### src/rtl/keypad_pkg.sv
// Shared types and width helpers for the keypad scanner and its key-code FIFO.
package keypad_pkg;

   typedef enum logic [1:0] {
      ST_SCAN,
      ST_DEBOUNCE,
      ST_HELD,
      ST_RELEASE
   } scan_state_t;

   function automatic int key_width(input int rows, input int cols);
      return $clog2(rows * cols);
   endfunction

   function automatic int count_width(input int depth);
      return $clog2(depth) + 1;
   endfunction

endpackage

### src/rtl/key_fifo.sv
// Key-code FIFO: the head is visible combinationally, and the last popped code is held while empty.
module key_fifo
   import keypad_pkg::*;
#(
   parameter int WIDTH = 4,
   parameter int DEPTH = 8,
   localparam int CW = count_width(DEPTH)
) (
   input  logic             clk,
   input  logic             rst_n,
   input  logic             wr_en,
   input  logic [WIDTH-1:0] wr_data,
   input  logic             rd_en,
   output logic [WIDTH-1:0] rd_data,
   output logic             empty,
   output logic             full,
   output logic [CW-1:0]    count
);

   localparam int AW = $clog2(DEPTH);

   logic [WIDTH-1:0] mem [DEPTH];
   logic [AW-1:0]    wr_ptr;
   logic [AW-1:0]    rd_ptr;
   logic [CW-1:0]    occ;
   logic [WIDTH-1:0] last_q;
   logic             do_rd;
   logic             do_wr;

   assign empty   = (occ == '0);
   assign full    = (occ == CW'(DEPTH));
   assign do_rd   = rd_en && !empty;
   // A pop on the same edge frees the slot, so a write into a full FIFO still succeeds.
   assign do_wr   = wr_en && (!full || do_rd);
   assign rd_data = empty ? last_q : mem[rd_ptr];
   assign count   = occ;

   always_ff @(posedge clk or negedge rst_n) begin
      if (!rst_n) begin
         for (int i = 0; i < DEPTH; i++) mem[i] <= '0;
         wr_ptr <= '0;
         rd_ptr <= '0;
         occ    <= '0;
         last_q <= '0;
      end else begin
         if (do_wr) begin
            mem[wr_ptr] <= wr_data;
            wr_ptr      <= wr_ptr + 1'b1;
         end
         if (do_rd) begin
            last_q <= mem[rd_ptr];
            rd_ptr <= rd_ptr + 1'b1;
         end
         occ <= occ + CW'(do_wr) - CW'(do_rd);
      end
   end

endmodule

### src/rtl/keypad_scan_fifo.sv
// Matrix keypad scanner with debounced press/release detection, a key-code FIFO and an interrupt pulse.
module keypad_scan_fifo
   import keypad_pkg::*;
#(
   parameter int ROWS       = 4,
   parameter int COLS       = 3,
   parameter int SCAN_DIV   = 22727,
   parameter int DEBOUNCE   = 3,
   parameter int FIFO_DEPTH = 8,
   parameter int INT_CYCLES = 3,
   localparam int KW = key_width(ROWS, COLS),
   localparam int CW = count_width(FIFO_DEPTH)
) (
   input  logic            clk,
   input  logic            rst_n,
   input  logic [COLS-1:0] col_n,
   output logic [ROWS-1:0] row_n,
   input  logic            rd_en,
   output logic [KW-1:0]   data,
   output logic            empty,
   output logic [CW-1:0]   count,
   output logic            overflow,
   output logic            interrupt
);

   localparam int RW  = $clog2(ROWS);
   localparam int CLW = $clog2(COLS);
   localparam int PW  = $clog2(SCAN_DIV);
   localparam int DW  = $clog2(DEBOUNCE + 1);
   localparam int IW  = $clog2(INT_CYCLES + 1);

   logic [COLS-1:0] col_sync1;
   logic [COLS-1:0] col_sync2;
   logic [PW-1:0]   presc;
   logic            tick;
   scan_state_t     state;
   logic [RW-1:0]   row_idx;
   logic [RW-1:0]   row_next;
   logic [DW-1:0]   cnt;
   logic [CLW-1:0]  key_col;
   logic [KW-1:0]   key_code;
   logic            push_q;
   logic            attempt_q;
   logic [IW-1:0]   irq_left;
   logic            fifo_full;
   logic [COLS-1:0] col_active;
   logic            col_any;
   logic [CLW-1:0]  col_first;
   logic [KW-1:0]   new_code;
   logic            deb_done;

   assign tick = (presc == PW'(SCAN_DIV - 1));

   always_comb begin
      col_active = ~col_sync2;
      col_any    = |col_active;
      col_first  = '0;
      for (int i = COLS - 1; i >= 0; i--) begin
         if (col_active[i]) col_first = CLW'(i);
      end
      new_code = KW'(int'(row_idx) * COLS + int'(col_first));
      deb_done = (int'(cnt) + 1 >= DEBOUNCE);
      row_next = (row_idx == RW'(ROWS - 1)) ? '0 : row_idx + 1'b1;
   end

   always_ff @(posedge clk or negedge rst_n) begin
      if (!rst_n) begin
         col_sync1 <= '1;
         col_sync2 <= '1;
         presc     <= '0;
      end else begin
         col_sync1 <= col_n;
         col_sync2 <= col_sync1;
         presc     <= tick ? '0 : presc + 1'b1;
      end
   end

   // Scanner FSM; an accept registers a push request and the attempt that starts the interrupt.
   always_ff @(posedge clk or negedge rst_n) begin
      if (!rst_n) begin
         state     <= ST_SCAN;
         row_idx   <= '0;
         row_n     <= ~ROWS'(1);
         cnt       <= '0;
         key_col   <= '0;
         key_code  <= '0;
         push_q    <= 1'b0;
         attempt_q <= 1'b0;
         overflow  <= 1'b0;
      end else begin
         push_q    <= 1'b0;
         attempt_q <= 1'b0;
         if (tick) begin
            case (state)
               ST_SCAN: begin
                  if (col_any) begin
                     key_col  <= col_first;
                     key_code <= new_code;
                     cnt      <= DW'(1);
                     if (DEBOUNCE == 1) begin
                        attempt_q <= 1'b1;
                        if (fifo_full) overflow <= 1'b1;
                        else           push_q   <= 1'b1;
                        state <= ST_HELD;
                     end else begin
                        state <= ST_DEBOUNCE;
                     end
                  end else begin
                     row_idx <= row_next;
                     row_n   <= ~(ROWS'(1) << row_next);
                  end
               end
               ST_DEBOUNCE: begin
                  if (col_any && col_first == key_col) begin
                     if (deb_done) begin
                        attempt_q <= 1'b1;
                        if (fifo_full) overflow <= 1'b1;
                        else           push_q   <= 1'b1;
                        state <= ST_HELD;
                     end else begin
                        cnt <= cnt + 1'b1;
                     end
                  end else begin
                     cnt   <= '0;
                     state <= ST_SCAN;
                  end
               end
               ST_HELD: begin
                  if (!col_any) begin
                     cnt   <= DW'(1);
                     state <= (DEBOUNCE == 1) ? ST_SCAN : ST_RELEASE;
                  end
               end
               ST_RELEASE: begin
                  if (col_any) begin
                     state <= ST_HELD;
                  end else if (deb_done) begin
                     cnt   <= '0;
                     state <= ST_SCAN;
                  end else begin
                     cnt <= cnt + 1'b1;
                  end
               end
               default: state <= ST_SCAN;
            endcase
         end
      end
   end

   // A fresh attempt reloads the timer, so overlapping accepts stretch the pulse.
   always_ff @(posedge clk or negedge rst_n) begin
      if (!rst_n) begin
         irq_left  <= '0;
         interrupt <= 1'b0;
      end else if (attempt_q) begin
         irq_left  <= IW'(INT_CYCLES - 1);
         interrupt <= 1'b1;
      end else if (irq_left != '0) begin
         irq_left  <= irq_left - 1'b1;
         interrupt <= 1'b1;
      end else begin
         interrupt <= 1'b0;
      end
   end

   key_fifo #(
      .WIDTH(KW),
      .DEPTH(FIFO_DEPTH)
   ) u_fifo (
      .clk    (clk),
      .rst_n  (rst_n),
      .wr_en  (push_q),
      .wr_data(key_code),
      .rd_en  (rd_en),
      .rd_data(data),
      .empty  (empty),
      .full   (fifo_full),
      .count  (count)
   );

endmodule

### config.mk
export PLATFORM = sky130hd
export DESIGN_NAME = keypad_scan_fifo
export DESIGN_NICKNAME = d
export VERILOG_FILES = /design/src/rtl/keypad_pkg.sv /design/src/rtl/key_fifo.sv /design/src/rtl/keypad_scan_fifo.sv
export SDC_FILE = /design/constraint.sdc
export NUM_CORES = 1
export LEC_CHECK = 0
export ABC_CLOCK_PERIOD_IN_PS = 4100
export BUFFER_PORTS_ARGS = -buffer_cell sky130_fd_sc_hd__buf_2
export CAP_MARGIN = 20
export CELL_PAD_IN_SITES_DETAIL_PLACEMENT = 0
export CELL_PAD_IN_SITES_GLOBAL_PLACEMENT = 1
export CORE_ASPECT_RATIO = 0.75
export CORE_MARGIN = 2
export CORE_UTILIZATION = 45
export CTS_CLUSTER_DIAMETER = 40
export CTS_CLUSTER_SIZE = 28
export DETAILED_ROUTE_END_ITERATION = 8
export PLACE_DENSITY = 0.82
export SLEW_MARGIN = 30
export SYNTH_ARGS = -nofsm -noshare
export SYNTH_HDL_FRONTEND = slang
export SYNTH_SLANG_ARGS = --single-unit
### constraint.sdc
create_clock -name clk -period 4.1 [get_ports clk]
set_input_delay 0.82 -clock clk [delete_from_list [all_inputs] [get_ports clk]]
set_output_delay 0.82 -clock clk [all_outputs]
set_load 0.02 [all_outputs]
==> metrics.txt <==
# TYPE chip_impl_metric gauge
chip_impl_metric{name="post_cts_hold_buffer_count",unit=""} 0
chip_impl_metric{name="worst-r2r-cell-count",unit=""} 11
chip_impl_metric{name="post_dp_cell_area",unit="mm²"} 0.00459
chip_impl_metric{name="layout.core_utilization",unit=""} 0.515
chip_impl_metric{name="syn-mean-instance-area",unit="µm²"} 13.3
chip_impl_info{name="final_common_cell",value="sky130_fd_sc_hd__dfrtp_1"} 1
chip_impl_metric{name="ys_seq_elements",unit=""} 89
chip_impl_metric{name="seq_power_share",unit=""} 0.463
chip_impl_metric{name="die_height",unit="µm"} 89.1
chip_impl_metric{name="clock_latency_of_the_later_clocked_register_in_the_worst_skew_pair",unit="ns"} 0.34
chip_impl_metric{name="number_of_optimization_iterations_in_the_first_detailed_route_pass",unit=""} 4
chip_impl_metric{name="postCtsResizedCells",unit=""} 0
chip_impl_info{name="crit_path_end",value="data[0]"} 1
chip_impl_metric{name="ant_nets",unit=""} 0
chip_impl_metric{name="number_of_flops_mapped_to_enable_cells_by_yosys",unit=""} 0
chip_impl_info{name="cell_types_with_the_largest_area_share_after_synthesis",value="sky130_fd_sc_hd__dfrtp_1 (46%), sky130_fd_sc_hd__mux2_2 (13%), sky130_fd_sc_hd__ha_1 (6.3%), sky130_fd_sc_hd__dfstp_2 (5.4%), sky130_fd_sc_hd__mux4_2 (4.1%)"} 1
chip_impl_metric{name="detailedPlacementHpwl",unit="µm"} 5380
chip_impl_metric{name="sequential_cell_area_fraction_in_the_yosys_report",unit=""} 0.515
chip_impl_info{name="crit_type",value="register to output port"} 1
chip_impl_info{name="post-synth-top-area-cell",value="sky130_fd_sc_hd__dfrtp_1"} 1
chip_impl_metric{name="yosysTopAreaCellShare",unit=""} 0.460
chip_impl_metric{name="timing.max_cap.violations",unit=""} 0
chip_impl_metric{name="ys_warn_count",unit=""} 0
chip_impl_metric{name="number_of_antenna_violations_at_the_first_check_in_global_routing",unit=""} 0
chip_impl_info{name="rsz0062_at_grt",value="no"} 1
chip_impl_metric{name="tritoncts_num_sinks",unit=""} 89
chip_impl_metric{name="start_util",unit=""} 0.456
chip_impl_metric{name="synthesis.area",unit="mm²"} 0.00435
chip_impl_info{name="synth-main-ff-cell",value="sky130_fd_sc_hd__dfrtp_1"} 1
chip_impl_metric{name="internal-power",unit="mW"} 1.61
chip_impl_metric{name="buffer_ports.inserted",unit=""} 20
chip_impl_metric{name="grt_pass1_wl",unit="µm"} 12800
chip_impl_info{name="r2r_start",value="u_fifo.count[2]"} 1
chip_impl_metric{name="die_area",unit="mm²"} 0.0105
chip_impl_metric{name="async_reset_ff_frac",unit=""} 1.00
chip_impl_metric{name="max_freq",unit="MHz"} 319
chip_impl_metric{name="detail_route.drc_violations",unit=""} 0
chip_impl_metric{name="synth_xor_xnor_area_share",unit=""} 0.0363
chip_impl_info{name="critPathLaunchType",value="register"} 1
chip_impl_metric{name="switching_power",unit="µW"} 550
chip_impl_info{name="most-common-layout-cells",value="sky130_fd_sc_hd__dfrtp_1 (80), sky130_fd_sc_hd__mux2_2 (49), sky130_fd_sc_hd__ha_1 (22)"} 1
chip_impl_metric{name="timing.max_slew.rel_slack",unit=""} 0.490
chip_impl_metric{name="clkPwrFrac",unit=""} 0.407
chip_impl_metric{name="hold_violations",unit=""} 0
chip_impl_info{name="run_status",value="completed"} 1
chip_impl_metric{name="static-leakage-power",unit="nW"} 2.46
chip_impl_metric{name="rrSetupSlack",unit="ns"} 1.37
chip_impl_metric{name="drive_gt1_frac",unit=""} 0.330
chip_impl_metric{name="vias_in_the_first_global_route",unit=""} 2501
chip_impl_metric{name="core.rowCount",unit=""} 31
chip_impl_metric{name="synth_simple_gate_area_frac",unit=""} 0.109
chip_impl_metric{name="clkSlewWorstSetupHoldPaths",unit="ns"} 0.06
chip_impl_metric{name="switching_share",unit=""} 0.255
chip_impl_metric{name="layout.cell_area.non_filler",unit="mm²"} 0.00491
chip_impl_metric{name="worst_ir_drop_vdd",unit="mV"} 0.238
chip_impl_metric{name="combPwrFrac",unit=""} 0.129
chip_impl_info{name="clockRootBuffer",value="sky130_fd_sc_hd__clkbuf_16"} 1
chip_impl_metric{name="synth_compound_area_frac",unit=""} 0.0357
chip_impl_metric{name="cts_max_level",unit=""} 3
chip_impl_metric{name="post_synth_mux_area_share",unit=""} 0.198
chip_impl_metric{name="drt-wirelength-per-cell",unit="µm"} 15.6
chip_impl_metric{name="drt_iter0_drc",unit=""} 191
chip_impl_info{name="tritoncts",value="built"} 1
chip_impl_metric{name="fin_crit",unit="ns"} 3.14
chip_impl_metric{name="tightest_slew",unit="ns"} 0.745
chip_impl_metric{name="chipWidth",unit="µm"} 118
chip_impl_metric{name="rd_place_congestion",unit=""} 0.780
chip_impl_metric{name="final_net_count",unit=""} 381
chip_impl_info{name="crit_start",value="u_fifo.rd_ptr[0]"} 1
chip_impl_metric{name="critPathArrivalTime",unit="ns"} 2.32
chip_impl_metric{name="synth_fp_nets",unit=""} 358
chip_impl_info{name="synth_top_family_by_area",value="multiplexers"} 1
chip_impl_metric{name="final_min_period_over_clock_period",unit=""} 0.766
chip_impl_metric{name="floorplan.core_area",unit="mm²"} 0.00954
chip_impl_metric{name="postRouteWirelength",unit="µm"} 7610
chip_impl_metric{name="worstHoldPathCells",unit=""} 0
chip_impl_info{name="holdCritPathClass",value="register to register"} 1
chip_impl_metric{name="grt_max_degree",unit=""} 76
chip_impl_metric{name="pwr_density_cell",unit="mW/mm²"} 439
chip_impl_metric{name="grt_overflow",unit=""} 0
chip_impl_metric{name="io_pins",unit=""} 21
chip_impl_metric{name="synthToLayoutAreaGrowth",unit="%"} 13.0
chip_impl_metric{name="synthesis.instances",unit=""} 327
chip_impl_metric{name="finalSetupViolations",unit=""} 0
chip_impl_metric{name="worst_clock_skew",unit="ns"} 0.00838
chip_impl_metric{name="cts-root-to-sink-buffers",unit=""} 2
chip_impl_metric{name="globalRouteTotalUtil",unit=""} 0.160
chip_impl_metric{name="synth_fa_ha_area_frac",unit=""} 0.0771
chip_impl_metric{name="postCtsSetupBuffers",unit=""} 0
chip_impl_metric{name="drt-vias-per-instance",unit=""} 5.16
chip_impl_metric{name="required",unit="ns"} 3.28
chip_impl_metric{name="synth.lib_cells_used.distinct",unit=""} 53
chip_impl_metric{name="crit_fanout",unit=""} 10
chip_impl_metric{name="dr_total_vias",unit=""} 2515
chip_impl_metric{name="timing.final.max_slew_violations",unit=""} 0
chip_impl_metric{name="fin_setup_tns",unit="ns"} 0
chip_impl_metric{name="cts_buffers",unit=""} 9
chip_impl_info{name="rr_endpoint",value="u_fifo.count[3]"} 1
chip_impl_metric{name="antenna-diode-count",unit=""} 0
chip_impl_info{name="worst_setup_end_kind",value="output port"} 1
[power by group through the flow]
stage	clock network (mW)	registers, mW	logic [mW]
final	0.879	0.999	0.278
after detailed placement	0	1.02	0.282
after global placement	0	1.01	0.270
after CTS	0.898	1.00	0.283
after global routing	0.934	1.01	0.315
after floorplan	0	0.994	0.211
[flip-flops by register name (all words and copies together) (netlist names)]
signal / flops
irq_left: 2
interrupt: 1
u_fifo.last_q: 4
u_fifo.wr_ptr: 3
u_fifo.count: 4
push_q: 1
col_sync2: 3
row_n: 4
row_idx: 2
u_fifo.rd_ptr: 3
col_sync1: 3
presc: 15
u_fifo.mem: 32
overflow: 1
key_col: 2
key_code: 4
attempt_q: 1
state: 2
cnt: 2
[final cells by class]
class | instances | area, µm²
fillers | 840 | 4630
flip-flops and latches | 89 | 2240
multi-input cells | 207 | 1980
clock buffers | 11 | 243
well taps | 132 | 165
repair buffers | 23 | 129
clock inverters | 5 | 78.8
inverters | 20 | 75.1
[worst max-delay path: stages (launching register included)]
cell and delay, ns:
sky130_fd_sc_hd__dfrtp_1 0.68, sky130_fd_sc_hd__mux4_2 0.58, sky130_fd_sc_hd__mux2_2 0.30, sky130_fd_sc_hd__mux2_2 0.26, sky130_fd_sc_hd__buf_2 0.16
[cell usage after synthesis (2+ instances only)]
cell type,n
sky130_fd_sc_hd__inv_1,20
sky130_fd_sc_hd__fa_1,3
sky130_fd_sc_hd__dfstp_2,9
sky130_fd_sc_hd__and4_2,2
sky130_fd_sc_hd__mux2_4,6
sky130_fd_sc_hd__nand2b_1,3
sky130_fd_sc_hd__o21ai_0,3
sky130_fd_sc_hd__and2_1,2
sky130_fd_sc_hd__mux4_2,8
sky130_fd_sc_hd__or3_1,2
sky130_fd_sc_hd__nor3b_1,2
sky130_fd_sc_hd__nand2_1,11
sky130_fd_sc_hd__a21oi_1,3
sky130_fd_sc_hd__mux2i_1,4
sky130_fd_sc_hd__buf_1,2
sky130_fd_sc_hd__buf_2,2
sky130_fd_sc_hd__a2111oi_0,2
sky130_fd_sc_hd__and4b_1,2
sky130_fd_sc_hd__nand4_1,4
sky130_fd_sc_hd__o31ai_1,3
sky130_fd_sc_hd__nand4bb_1,2
sky130_fd_sc_hd__xnor2_1,7
sky130_fd_sc_hd__nand3_1,10
sky130_fd_sc_hd__and3_1,3
sky130_fd_sc_hd__xor2_1,11
sky130_fd_sc_hd__ha_1,22
sky130_fd_sc_hd__mux2_2,49
sky130_fd_sc_hd__dfrtp_1,80
sky130_fd_sc_hd__clkbuf_1,6
sky130_fd_sc_hd__and4bb_2,2
sky130_fd_sc_hd__nor2b_1,2
sky130_fd_sc_hd__nor2_1,18
sky130_fd_sc_hd__nand4b_1,2
[per-stage QoR]
| stage | hold slack [ns] | setup WS (ns) | total power, mW | std cells |
|---|---|---|---|---|
| after detailed placement | 0.352 | 1.29 | 1.30 | 471 |
| after CTS | 0.360 | 0.905 | 2.18 | 487 |
| after global placement | 0.350 | 1.36 | 1.28 | 471 |
| after floorplan | 0.345 | 1.03 | 1.21 | 327 |
| after global routing | 0.361 | 0.812 | 2.26 | 487 |
| final | 0.357 | 0.961 | 2.16 | 487 |
[worst min path at each step]
stage | start | to | slack, ns
final | col_sync1[0] | col_sync2[0] | 0.36
after global routing | col_sync1[2] | col_sync2[2] | 0.36
after CTS | col_sync1[2] | col_sync2[2] | 0.36
after detailed placement | col_sync1[2] | col_sync2[2] | 0.35
after global placement | col_sync1[1] | col_sync2[1] | 0.35
after floorplan | col_sync1[0] | col_sync2[0] | 0.35
[logic make-up (layout without fill, tap and decap cells)]
group / after synthesis / after routing
AND/OR/NAND/NOR: 76 / 76
AO/OA/AOI/OAI: 21 / 21
buffers and inverters: 31 / 59
adder cells (fa/ha/maj): 25 / 25
flip-flops: 89 / 89
multiplexers: 67 / 67
XOR/XNOR: 18 / 18
[routing by layer]
layer	vias to the layer above	GRT usage	wire (µm)
li1	1211	-	-
met1	1259	0.226	3960
met2	35	0.237	3270
met3	10	0.0472	267
met4	0	0.0591	111
met5	-	0	0
Note: power is estimated with default switching activity, not from simulation.
